<file path="src/rtl/button_midi_frontend.sv">
// rtl/button_midi_frontend.sv - debounced buttons, MIDI UART receiver and message assembler
module button_midi_frontend #(
  parameter int BIT_CLKS     = 3200,
  parameter int DEBOUNCE_CNT = 21
) (
  input  logic       clk,
  input  logic       rst,
  input  logic       board_btn,
  input  logic       midi_rx,
  input  logic       btn2_pin_1,
  input  logic       btn2_pin_2,
  input  logic       btn3_pin_1,
  input  logic       btn3_pin_2,
  input  logic       btn4_pin_1,
  input  logic       btn4_pin_2,
  input  logic       btn5_pin_1,
  input  logic       btn5_pin_2,
  output logic [7:0] status_in,
  output logic [7:0] data1_in,
  output logic [7:0] data2_in,
  output logic [1:0] bytes_cnt_in,
  output logic       cmd_completed,
  output logic [1:0] midi_in_state,
  output logic       save_mode,
  output logic [2:0] btn_index,
  output logic       rx_busy
);

  localparam int CW = $clog2(BIT_CLKS + 1);
  localparam logic [CW-1:0] HALF_M1 = CW'(BIT_CLKS / 2 - 1);
  localparam logic [CW-1:0] FULL_M1 = CW'(BIT_CLKS - 1);
  localparam logic [CW-1:0] TAIL_M1 = CW'(BIT_CLKS / 2 - 2);
  // Pin order: board_btn, midi_rx, pin_1 of 2..5, pin_2 of 2..5; reset to idle levels.
  localparam logic [9:0] SYNC_INIT = 10'b0000_1111_11;

  typedef enum logic [2:0] {RX_IDLE, RX_START, RX_DATA, RX_STOP, RX_TAIL} rx_state_t;

  logic [9:0] raw_pins;
  logic [9:0] sync1_q, sync2_q;
  logic [4:0] db_in, db_q, db_d, db_prev_q;
  logic [4:0][DEBOUNCE_CNT-1:0] db_cnt_q, db_cnt_d;
  logic [3:0] fs_rise;
  logic       board_fall;
  logic       rx_s, rx_prev_q;

  rx_state_t  rx_state_q, rx_state_d;
  logic [CW-1:0] rx_cnt_q, rx_cnt_d;
  logic [2:0] bit_idx_q, bit_idx_d;
  logic [7:0] shift_q, shift_d;
  logic       byte_ok, frame_err;

  logic       msg_active_q, msg_active_d;
  logic       msg_got_q, msg_got_d;
  logic [7:0] msg_status_q, msg_status_d;
  logic [7:0] msg_d1_q, msg_d1_d;
  logic [7:0] status_q, status_d, data1_q, data1_d, data2_q, data2_d;
  logic [1:0] bytes_cnt_q, bytes_cnt_d;
  logic       cmd_completed_q, cmd_completed_d;
  logic       assigned_q, assigned_d, assigned_prev_q;
  logic       save_mode_q, save_mode_d;
  logic [2:0] btn_index_q, btn_index_d;

  assign raw_pins = {btn5_pin_2, btn4_pin_2, btn3_pin_2, btn2_pin_2,
                     btn5_pin_1, btn4_pin_1, btn3_pin_1, btn2_pin_1, midi_rx, board_btn};
  assign rx_s  = sync2_q[1];
  assign db_in = {~sync2_q[5:2] & sync2_q[9:6], sync2_q[0]};

  always_comb begin
    db_d     = db_q;
    db_cnt_d = db_cnt_q;
    for (int i = 0; i < 5; i++) begin
      if (db_in[i] == db_q[i]) begin
        db_cnt_d[i] = '0;
      end else if (&db_cnt_q[i]) begin
        db_d[i]     = db_in[i];
        db_cnt_d[i] = '0;
      end else begin
        db_cnt_d[i] = db_cnt_q[i] + 1'b1;
      end
    end
  end

  assign fs_rise    = db_q[4:1] & ~db_prev_q[4:1];
  assign board_fall = ~db_q[0] & db_prev_q[0];

  always_comb begin
    btn_index_d = 3'd0;
    if (fs_rise[0])      btn_index_d = 3'd1;
    else if (fs_rise[1]) btn_index_d = 3'd2;
    else if (fs_rise[2]) btn_index_d = 3'd3;
    else if (fs_rise[3]) btn_index_d = 3'd4;
  end

  always_comb begin
    rx_state_d = rx_state_q;
    rx_cnt_d   = rx_cnt_q + 1'b1;
    bit_idx_d  = bit_idx_q;
    shift_d    = shift_q;
    byte_ok    = 1'b0;
    frame_err  = 1'b0;
    case (rx_state_q)
      RX_IDLE: begin
        rx_cnt_d = '0;
        if (rx_prev_q && !rx_s) rx_state_d = RX_START;
      end
      RX_START: begin
        if (rx_cnt_q == HALF_M1) begin
          rx_cnt_d   = '0;
          bit_idx_d  = 3'd0;
          rx_state_d = rx_s ? RX_IDLE : RX_DATA;
        end
      end
      RX_DATA: begin
        if (rx_cnt_q == FULL_M1) begin
          rx_cnt_d  = '0;
          shift_d   = {rx_s, shift_q[7:1]};
          bit_idx_d = bit_idx_q + 1'b1;
          if (bit_idx_q == 3'd7) rx_state_d = RX_STOP;
        end
      end
      RX_STOP: begin
        if (rx_cnt_q == FULL_M1) begin
          rx_cnt_d   = '0;
          byte_ok    = rx_s;
          frame_err  = ~rx_s;
          rx_state_d = RX_TAIL;
        end
      end
      RX_TAIL: begin
        // Hold busy through the second half of the stop bit.
        if (rx_cnt_q == TAIL_M1) rx_state_d = RX_IDLE;
      end
      default: rx_state_d = RX_IDLE;
    endcase
  end

  always_comb begin
    msg_active_d    = msg_active_q;
    msg_got_d       = msg_got_q;
    msg_status_d    = msg_status_q;
    msg_d1_d        = msg_d1_q;
    status_d        = status_q;
    data1_d         = data1_q;
    data2_d         = data2_q;
    bytes_cnt_d     = bytes_cnt_q;
    cmd_completed_d = cmd_completed_q;
    if (frame_err) begin
      msg_active_d = 1'b0;
    end else if (byte_ok && shift_q < 8'hF8) begin
      if (shift_q >= 8'hF0) begin
        msg_active_d    = 1'b0;
        cmd_completed_d = 1'b0;
      end else if (shift_q[7]) begin
        msg_active_d    = 1'b1;
        msg_got_d       = 1'b0;
        msg_status_d    = shift_q;
        cmd_completed_d = 1'b0;
      end else if (msg_active_q) begin
        if (msg_status_q[7:5] == 3'b110) begin
          status_d        = msg_status_q;
          data1_d         = shift_q;
          data2_d         = 8'h00;
          bytes_cnt_d     = 2'd2;
          cmd_completed_d = 1'b1;
          msg_active_d    = 1'b0;
        end else if (!msg_got_q) begin
          msg_d1_d  = shift_q;
          msg_got_d = 1'b1;
        end else begin
          status_d        = msg_status_q;
          data1_d         = msg_d1_q;
          data2_d         = shift_q;
          bytes_cnt_d     = 2'd3;
          cmd_completed_d = 1'b1;
          msg_active_d    = 1'b0;
        end
      end
    end
  end

  always_comb begin
    assigned_d = assigned_q;
    if (!cmd_completed_q) assigned_d = 1'b0;
    else if (!assigned_q && save_mode_q && btn_index_q != 3'd0) assigned_d = 1'b1;
    save_mode_d = save_mode_q ^ board_fall;
    if (assigned_q && !assigned_prev_q) save_mode_d = 1'b0;
  end

  always_ff @(posedge clk or negedge rst) begin
    if (!rst) begin
      sync1_q         <= SYNC_INIT;
      sync2_q         <= SYNC_INIT;
      db_q            <= 5'b00001;
      db_prev_q       <= 5'b00001;
      db_cnt_q        <= '0;
      rx_prev_q       <= 1'b1;
      rx_state_q      <= RX_IDLE;
      rx_cnt_q        <= '0;
      bit_idx_q       <= 3'd0;
      shift_q         <= 8'h00;
      msg_active_q    <= 1'b0;
      msg_got_q       <= 1'b0;
      msg_status_q    <= 8'h00;
      msg_d1_q        <= 8'h00;
      status_q        <= 8'h00;
      data1_q         <= 8'h00;
      data2_q         <= 8'h00;
      bytes_cnt_q     <= 2'd0;
      cmd_completed_q <= 1'b0;
      assigned_q      <= 1'b0;
      assigned_prev_q <= 1'b0;
      save_mode_q     <= 1'b0;
      btn_index_q     <= 3'd0;
    end else begin
      sync1_q         <= raw_pins;
      sync2_q         <= sync1_q;
      db_q            <= db_d;
      db_prev_q       <= db_q;
      db_cnt_q        <= db_cnt_d;
      rx_prev_q       <= rx_s;
      rx_state_q      <= rx_state_d;
      rx_cnt_q        <= rx_cnt_d;
      bit_idx_q       <= bit_idx_d;
      shift_q         <= shift_d;
      msg_active_q    <= msg_active_d;
      msg_got_q       <= msg_got_d;
      msg_status_q    <= msg_status_d;
      msg_d1_q        <= msg_d1_d;
      status_q        <= status_d;
      data1_q         <= data1_d;
      data2_q         <= data2_d;
      bytes_cnt_q     <= bytes_cnt_d;
      cmd_completed_q <= cmd_completed_d;
      assigned_q      <= assigned_d;
      assigned_prev_q <= assigned_q;
      save_mode_q     <= save_mode_d;
      btn_index_q     <= btn_index_d;
    end
  end

  assign status_in     = status_q;
  assign data1_in      = data1_q;
  assign data2_in      = data2_q;
  assign bytes_cnt_in  = bytes_cnt_q;
  assign cmd_completed = cmd_completed_q;
  assign midi_in_state = !cmd_completed_q ? 2'd0 : (assigned_q ? 2'd2 : 2'd1);
  assign save_mode     = save_mode_q;
  assign btn_index     = btn_index_q;
  assign rx_busy       = (rx_state_q != RX_IDLE);

endmodule

</file>
<file path="config.mk">
export PLATFORM = sky130hd
export DESIGN_NAME = button_midi_frontend
export DESIGN_NICKNAME = d
export VERILOG_FILES = /design/src/rtl/button_midi_frontend.sv
export SDC_FILE = /design/constraint.sdc
export NUM_CORES = 1
export LEC_CHECK = 0
export CAP_MARGIN = 20
export CORE_MARGIN = 2
export CORE_UTILIZATION = 55
export CTS_BUF_LIST = sky130_fd_sc_hd__clkbuf_16
export CTS_CLUSTER_DIAMETER = 80
export DETAILED_ROUTE_END_ITERATION = 7
export PLACE_DENSITY = 0.83
export SLEW_MARGIN = 20
export SYNTH_ARGS = -nofsm -noshare
export SYNTH_HDL_FRONTEND = slang
export SYNTH_SLANG_ARGS = --single-unit
</file>
<file path="constraint.sdc">
create_clock -name clk -period 3.6 [get_ports clk]
set_input_delay 0.72 -clock clk [delete_from_list [all_inputs] [get_ports clk]]
set_output_delay 0.72 -clock clk [all_outputs]
set_load 0.03 [all_outputs]
</file>
==> metrics.cfg <==
[outcome]
status=finished clean

[place]
port_buffers=43
place_hpwl_mm=11.0
gp_congestion=0.823
placed_cell_area_sq_mm=0.0101
pre_cts_slack_ns=1.07

[yosys]
syn-cell-area_sq_mm=0.00940
ys_seq_elements=210
syn_avg_cell_area_sq_um=11.0
ys.warnings.count=0
netlist_instances=857
synth_edf_count=0
async_flop_share=1.00
synth-main-ff-cell=dfrtp_1
ys_seq_area_frac=0.561
synth.distinct_cells=56

[die]
rows=47
core_sq_mm=0.0166
pin_count=46
start_util=0.565
die_w_microns=135
dieArea_sq_mm=0.0182
die_h_microns=135

[global_routing]
grt_util_all_layers=0.191
first_global_vias=6235
grt_start_max_net_pins=102
grt_antenna_before_repair=0
grt_pass1_wl_mm=29.1
gr-total-overflow=0

[worst_setup_path]
ff2ff_path_depth=5
r2r_slack_ns=1.07
slowest_delay_ns=0.67
cp_cell_sequence=nor2_1 -> nand2_1 -> clkdlybuf4s50_1
critPathArrivalTime_ns=1.87
start_kind=flop
r2r_end=msg_status_q[2]$_DFFE_PN0P_
r2r-start=rx_cnt_q[0]$_DFF_PN0_
crit_required_ns=2.88
crit_slowest_cell=clkdlybuf4s50_1
worstPathMaxFanout=10
crit_type=reg2out
crit_path_end_kind=output pin

[clock_tree]
cts_setup_buffers=0
clock_latency_ns=0.50
h-tree-depth=1
clk_pin_slew_ns=0.06
cts_root_buf=clkbuf_16
clockBufferDepth=3
cts-resized-gates=0
cts_sinks=210
cts-hold-fix-buffers=0
cts_tree=done
cts_buffers=22

[finish]
final_cell_mix=dfrtp_1, nor2_1, nand2_1
final_core_util=0.644
final_nets=924
drive_gt1_frac=0.131
antenna_cells=0
final_cell_area_sq_mm=0.0107
syn_to_final_growth_pct=14.0
layout_commonest_cell=dfrtp_1

[sta]
hold_viol=0
finalSetupViolations=0
final.setup.tns_ns=0
rsz0062_at_grt=false
slew_headroom=0.460
finalCritPeriodShare=0.719
layout_setup_ws_ns=1.01
finalWorstPathRequiredPeriod_ns=2.59
worst_pin_slew_ns=0.809
max_freq_ghz=0.387
clock_skew_ns=0.00910
slew_viol_final=0

[pwr]
leakage_nw=4.56
p_seq_frac=0.528
p_sw_w=0.000980
p_clk_frac=0.444
comb_power_share=0.028
power.density_mw_per_mm2=425
power_w=0.00455
p_int_w=0.00357
switching_share=0.215
vdd_ir_drop_max_uv=490

[drt]
drt-total-wl_mm=16.7
wire_per_inst_microns=14.6
dr.pass1.iters=5
drt_iter0_markers=324
drc=0
routed_via_density=5.65
vias=6426
ant_nets=0

[run]
drv_cap=0

[worst_hold_path]
hp-class=in2async

-- metal layers --
metal	wire, microns	vias to the layer above	track usage
met4	416	0	0.0561
met5	0	-	0
met2	8080	100	0.307
met3	489	30	0.0270
li1	-	3126	-
met1	7680	3170	0.272
-- cell families (layout without fill, tap and decap cells) --
kind of cell / count (synthesis) / after routing / share of synthesized area
and+or+nand+nor: 334 / 334 / 0.188
buffers and inverters: 63 / 123 / 0.0283
DFF: 210 / 210 / 0.561
muxes: 58 / 58 / 0.0712
adders and majority gates: 9 / 9 / 0.0120
xor gates and xnor gates: 73 / 73 / 0.0680
other: 1 / 2 / 0.000399
AOI/OAI and AO/OA: 109 / 109 / 0.0716
-- critical path: cells and delay by family, from the launching register on --
kind / cells / cell delay (ns)
and+or+nand+nor: 2 / 0.20
DFF: 1 / 0.51
buffers and inverters: 1 / 0.67
-- synthesized netlist by cell type (2+ instances only) --
cell type  instances  area, sq um
buf_2              3         15.0
nand3b_1           3         22.5
nor4b_1            2         17.5
nor2_1            86          323
o311ai_0           2         17.5
ha_1               9          113
nand2_1           54          203
or3_1             23          144
mux2_2            43          484
a21oi_1           38          190
o21a_1             4         30.0
o21ai_0           29          145
buf_4              3         22.5
and4_1            13          114
mux2_4             7          105
or4_4              2         22.5
clkbuf_1          24         90.1
a22o_1             3         26.3
nor2b_1            8         50.1
or2_2              5         31.3
o22ai_1            2         12.5
o31ai_1           17          128
nand4_1           29          181
inv_1             31          116
mux2i_1            8         80.1
and2_1             8         50.1
or3_2              2         15.0
nand3_1           41          205
nor4_1             3         18.8
xnor2_1           30          263
nor3_1            20          100
and3_1            11         68.8
buf_6              2         22.5
or4_1             18          135
dfrtp_1          195         4880
dfstp_2           15          394
a21boi_0           3         22.5
xor2_1            43          377
-- area by class of cell --
| type | count | area (sq um) |
|---|---|---|
| clock buffer | 23 | 576 |
| clock inverter | 16 | 70.1 |
| tap | 220 | 275 |
| fill | 1237 | 5920 |
| timing repair buffer | 53 | 534 |
| multi-input combinational | 585 | 3870 |
| inverter | 31 | 116 |
| sequential | 210 | 5270 |
-- flip-flops by register name, summed over array words and instances (netlist names), 5 cells and up --
| register | cells |
|---|---|
| data1_in | 7 |
| data2_in | 7 |
| db_cnt_q | 105 |
| db_prev_q | 5 |
| db_q | 5 |
| msg_d1_q | 7 |
| msg_status_q | 8 |
| rx_cnt_q | 12 |
| shift_q | 8 |
| status_in | 8 |
| sync1_q | 10 |
| sync2_q | 10 |
-- how the worst max path moves through the flow --
stage	startpoint	slack, ns	to	cells after the start
after floorplan	rx_cnt_q[0]$_DFF_PN0_	1.10	msg_status_q[0]$_DFFE_PN0P_	7
final	rx_state_q[0]$_DFFE_PN0P_	1.01	rx_busy	3
after global placement	rx_cnt_q[0]$_DFF_PN0_	1.11	msg_status_q[1]$_DFFE_PN0P_	5
after detailed placement	rx_cnt_q[0]$_DFF_PN0_	1.07	msg_status_q[6]$_DFFE_PN0P_	5
after CTS	rx_state_q[0]$_DFFE_PN0P_	1.00	rx_busy	3
after global routing	rx_state_q[0]$_DFFE_PN0P_	0.91	rx_busy	3
-- stage by stage --
step / hold slack, ns / std cells
global placement: 0.332 / 1099
global route: 0.357 / 1138
CTS: 0.331 / 1138
finish: 0.288 / 1138
detailed placement: 0.337 / 1099
floorplan: 0.331 / 858
-- power by group through the flow --
| stage | combinational (W) | clock, W | sequential, W |
|---|---|---|---|
| global placement | 0.000128 | 0 | 0.00245 |
| CTS | 0.000131 | 0.00208 | 0.00240 |
| floorplan | 0.0000520 | 0 | 0.00244 |
| detailed placement | 0.000130 | 0 | 0.00245 |
| global route | 0.000145 | 0.00217 | 0.00241 |
| finish | 0.000126 | 0.00202 | 0.00240 |
Note: power is estimated with default switching activity, not from simulation.
==> edit 1: new RTL, same flow settings <==
Reset style: synchronous (`rst`), changed in one clocked block.
--- a/src/rtl/button_midi_frontend.sv
+++ b/src/rtl/button_midi_frontend.sv
@@ -187,5 +187,5 @@
   end
 
-  always_ff @(posedge clk or negedge rst) begin
+  always_ff @(posedge clk) begin
     if (!rst) begin
       sync1_q         <= SYNC_INIT;
Check against the original RTL: differs if rst is asserted again (counterexample within 4 cycles, from zero or initial values and one cycle with rst low); with rst held inactive, the same outputs for 4 cycles.
==> edit 1 against the unedited design <==
Die area shrank 8.4%. Sequential cell count is the same. Design area down 8.3%. Setup slack worse by 0.15 ns. Routed wire length is 5.8% lower. Critical endpoint unchanged. Area after synthesis decreased by 8.7%.
Power is not compared: it rests on default switching activity, and its combinational part moved more than twofold at a synthesized area within 25%.
==> edit 1: results (changes against the unedited design) <==
status=finished, final reports clean; R2R Path End=data2_in[6]; Fillers=1191 (-3.7%); Post-DP HPWL=10000 um (-8.8%); global placement routability congestion=0.804 (-2.3%); Worst Hold Launch=sync1_q[3]; number of global-route vias before repair=5969 (-4.3%); Vias/cell=5.34 (-5.4%); first-pass GRT wire length=26600 um (-8.5%); Synth Area in Compound Gates=0.0622 (-0.00936); layout cell share with drive strength beyond 1=0.0494 (-0.0813); Area contributors post-synth=dfxtp_1 49%, xor2_1 6.8%, nor2_1 6.4%; gr usage total=0.190 (about the same); Inserted Diodes=0 (unchanged); reg2reg setup slack=0.98 ns (-0.09 ns); mux cell area share after synthesis=0.0130 (-0.0582); Top FF cell, synth=dfxtp_1; worst hold path class=reg2reg; Worst-Margin Slew=0.904 ns (+0.0951 ns); final std cells w/o fill=1200 (+5.4%); Final Skew=0.0112 ns (+0.00213 ns); largest net degree at the start of global routing=63 (-38%); Post-Route WL=15700 um (-5.8%); Async SR Flop Fraction=0 (-1.00); commonest cells in the netlist=210 x dfxtp_1, 147 x nor2_1, 109 x nand2_1, 70 x nand3_1, 67 x xor2_1; instance count of the mapped netlist=967 (+13%); sequential area share after synthesis=0.490 (-0.0712); drt initial violations=321 (-0.93%); Initial DRT Pass Iterations=4 (-1); CP Max Fanout=17 (+7); placed cell areas=0.00909 mm^2 (-9.8%); FF-to-FF Start=rx_cnt_q[0]; synth unique cells=50 (-11%)
==> edit 1: cell types whose count changed after synthesis, moves of 22 or more <==
| cell | unedited run | this run |
|---|---|---|
| mux2_2 | 43 | 1 |
| nor2_1 | 86 | 147 |
| xor2_1 | 43 | 67 |
| a21oi_1 | 38 | 8 |
| nand2b_1 | 1 | 23 |
| nand2_1 | 54 | 109 |
| dfxtp_1 | 0 | 210 |
| dfrtp_1 | 195 | 0 |
| nand3_1 | 41 | 70 |
==> edit 1: how the worst max path moves through the flow <==
stage	slack (ns)	from	cells past startpoint	to
global placement	1.09	rx_cnt_q[0]	8	data2_in[6]
detailed placement	1.0	rx_cnt_q[0]	8	data2_in[1]
finish	0.86	rx_state_q[1]	2	rx_busy
CTS	0.88	rx_state_q[1]	2	rx_busy
floorplan	1.56	rx_cnt_q[0]	7	msg_active_q
global route	0.64	rx_cnt_q[0]	8	data2_in[1]
==> edit 1: power by group through the flow <==
stage               registers (W)   logic, W  clock network, W
global placement          0.00239  0.0000598                 0
global route              0.00234  0.0000664           0.00242
detailed placement        0.00239  0.0000603                 0
CTS                       0.00234  0.0000607           0.00233
finish                    0.00234  0.0000602           0.00229
floorplan                 0.00239  0.0000431                 0
==> edit 1: layer usage <==
metal	part of all wire	global-route usage	vias up	wire, um
met1	0.48	0.255	2964	7550
met5	0	0	-	0
met3	0.044	0.0341	31	694
met4	0.024	0.0665	0	384
met2	0.45	0.312	122	7060
li1	-	-	3291	-
==> edit 1: kinds of logic (layout without fill, tap and decap cells) <==
family | Yosys count | count (layout)
buffers and inverters | 66 | 110
multiplexers | 11 | 11
XOR/XNOR | 109 | 109
other | 1 | 2
AND/OR/NAND/NOR | 486 | 486
flip-flops | 210 | 210
adder cells (fa/ha/maj) | 9 | 9
AO/OA/AOI/OAI | 75 | 75
==> edit 1: area by class of cell <==
| type | count | area (um^2) | area share |
|---|---|---|---|
| inverters | 22 | 82.6 | 0.00840 |
| clock buffers | 22 | 551 | 0.0560 |
| clock inverters | 17 | 185 | 0.0188 |
| multi-input cells | 692 | 4100 | 0.417 |
| flip-flops and latches | 210 | 4200 | 0.428 |
| well taps | 188 | 235 | 0.0239 |
| repair buffers | 49 | 473 | 0.0481 |
==> edit 1: stage by stage <==
stage / hold slack [ns] / power, W
floorplan: 0.374 / 0.00243
global placement: 0.385 / 0.00245
detailed placement: 0.393 / 0.00245
CTS: 0.406 / 0.00473
global route: 0.413 / 0.00483
finish: 0.406 / 0.00469
==> edit 1: worst register-to-register path, delay by kind of cell (launching register included) <==
kind / cells / cell delay [ns]
flip-flops: 1 / 0.40
adder cells (fa/ha/maj): 1 / 0.26
AO/OA/AOI/OAI: 1 / 0.19
buffers and inverters: 2 / 0.52
AND/OR/NAND/NOR: 4 / 1.17
==> edit 2: new RTL, config.mk and constraints unchanged <==
Without the edit above. Set the parameter `DEBOUNCE_CNT` to 42 (it was 21).
--- a/src/rtl/button_midi_frontend.sv
+++ b/src/rtl/button_midi_frontend.sv
@@ -2,5 +2,5 @@
 module button_midi_frontend #(
   parameter int BIT_CLKS     = 3200,
-  parameter int DEBOUNCE_CNT = 21
+  parameter int DEBOUNCE_CNT = 42
 ) (
   input  logic       clk,
Function: same outputs for any inputs over 4 cycles, from zero or initial values and one cycle with rst low; that may be too few to reach the edited logic, so the function may still have changed.
==> edit 2 against the unedited design <==
Utilization decreased by 0.89 points. Design area is 55% higher. Setup slack worse by 0.15 ns. First-iteration DRC count grew to 2.8 times the old value. Routed wire length rose by 82%. Power up 62%. Critical path depth fell by 1. Sequential cell count is 105 higher. Synthesized cell count up 69%. Area after synthesis increased by 57%.
==> edit 2: results (changes against the unedited design) <==
status=finished, final reports clean; final hold violation count=0 (unchanged); post_cts resized=0 (unchanged); postcts setup bufs=0 (unchanged); total CTS buffers=34 (+55%); CTS Root Cell=clkbuf_16; Routed met3 length=1090 um (+120%); gr usage total=0.223 (+0.0327); Post-DP HPWL=19600 um (+78%); WL met2=14600 um (+81%); GRT overflow=0 (unchanged); nets=1514 (+64%); commonest cells in the netlist=300 x dfrtp_1, 212 x nor2_1, 112 x nand2_1, 111 x xor2_1, 89 x nand3_1; Async SR Flop Fraction=1.00 (unchanged); Worst-Margin Slew=0.743 ns (-0.0666 ns); P_leak=7.10 nW (+56%); Routed met1 length=13800 um (+80%); CTS max path bufs=3 (unchanged); drt initial violations=893 (+180%); I/O Buffers=43 (unchanged); Top FF cell, synth=dfrtp_1; CP max stage cell=clkdlybuf4s50_1; largest net degree at the start of global routing=91 (-11%); Area contributors post-synth=dfrtp_1 51%, xor2_1 6.6%, nor2_1 5.4%; Vias/cell=5.82 (+3.1%); Warnings, synthesis=0 (unchanged); Synth Area in Compound Gates=0.0511 (-0.0205); Final Skew=0.0104 ns (+0.00126 ns); layout cell share with drive strength beyond 1=0.0928 (-0.0379); Post-Synth Adder-Cell Area=0.00763 (-0.00434); number of global-route vias before repair=10900 (+74%); clk_lat worst skew=0.51 ns; Top Registers=db_cnt_q (210), rx_cnt_q (12); WL per Instance=16.3 um (+11%); synth unique cells=64 (+14%); sequential area share after synthesis=0.536 (-0.0252); Clock transition at path regs=0.06 ns (about the same); Fillers=1969 (+59%); worst hold path class=in2async; Top Layer Used=met4; CP Max Fanout=14 (+4); initial antenna violation count=0 (unchanged); Initial DRT Pass Iterations=5 (unchanged); max capacitance violation total=0 (unchanged); Post-Synth XOR/XNOR Area=0.105 (+0.0371); Inserted Diodes=0 (unchanged); htree depth=2 (+1); maximum vdd ir drop=361 uV (-26%); max incr delay on CP=0.60 ns (-0.07 ns); critical path's top delay family=buffers and inverters; first-pass GRT wire length=52700 um (+81%); mux cell area share after synthesis=0.0253 (-0.0459); global placement routability congestion=0.828 (+0.63%)
==> edit 2: layer usage <==
metal / vias up / GRT usage
met5: - / 0
met2: 212 / 0.367
li1: 5151 / -
met1: 5372 / 0.308
met3: 63 / 0.0329
met4: 0 / 0.0730
==> edit 2: where the power goes <==
part           internal (W)  total [W]  switching (W)
sequential          0.00359    0.00363      0.0000475
combinational     0.0000933   0.000285       0.000192
clock               0.00207    0.00344        0.00138
total               0.00575    0.00736        0.00162
==> edit 2: worst paths after layout <==
path	start	end	slack, ns	cells after the start
max reg2reg	db_cnt_q[44]	db_cnt_q[79]	1.07	5
min	rst	rx_cnt_q[3]	0.20	1
max in group asynchronous	rst	sync2_q[3]	2.41	2
min reg2reg	sync1_q[7]	sync2_q[7]	0.35	0
min in group clk	sync1_q[7]	sync2_q[7]	0.35	0
max	rx_state_q[1]	rx_busy	0.86	2
==> edit 2: worst reg2reg max path, cell delays in order, from the launching register on <==
cell	delay, ns
dfrtp_1	0.42
nand4_1	0.17
nor2_1	0.57
nand4_1	0.55
or4_1	0.58
a21oi_1	0.16
==> edit 2: kinds of logic after synthesis <==
family,count (synthesis)
and+or+nand+nor,703
DFF,315
xor gates and xnor gates,177
AOI/OAI and AO/OA,129
buffers and inverters,81
muxes,34
adders and majority gates,9
other,1
==> edit 2: final cells by class <==
class | count | area share
sequential | 315 | 0.475
multi-input combinational | 1054 | 0.391
inverter | 27 | 0.00609
clock inverter | 25 | 0.0117
clock buffer | 37 | 0.0556
timing repair buffer | 61 | 0.0358
tap | 335 | 0.0252
==> edit 2: per-stage QoR <==
stage	util	setup slack [ns]	instances	total power, W	instance area [um^2]
4_1_cts	0.635	0.837	1854	0.00743	16600
3_3_place_gp	0.592	1.26	1792	0.00397	15500
5_1_grt	0.635	0.785	1854	0.00763	16600
6_report	0.635	0.862	1854	0.00736	16600
3_5_place_dp	0.592	1.14	1792	0.00398	15500
2_1_floorplan	-	1.60	1450	0.00383	14800
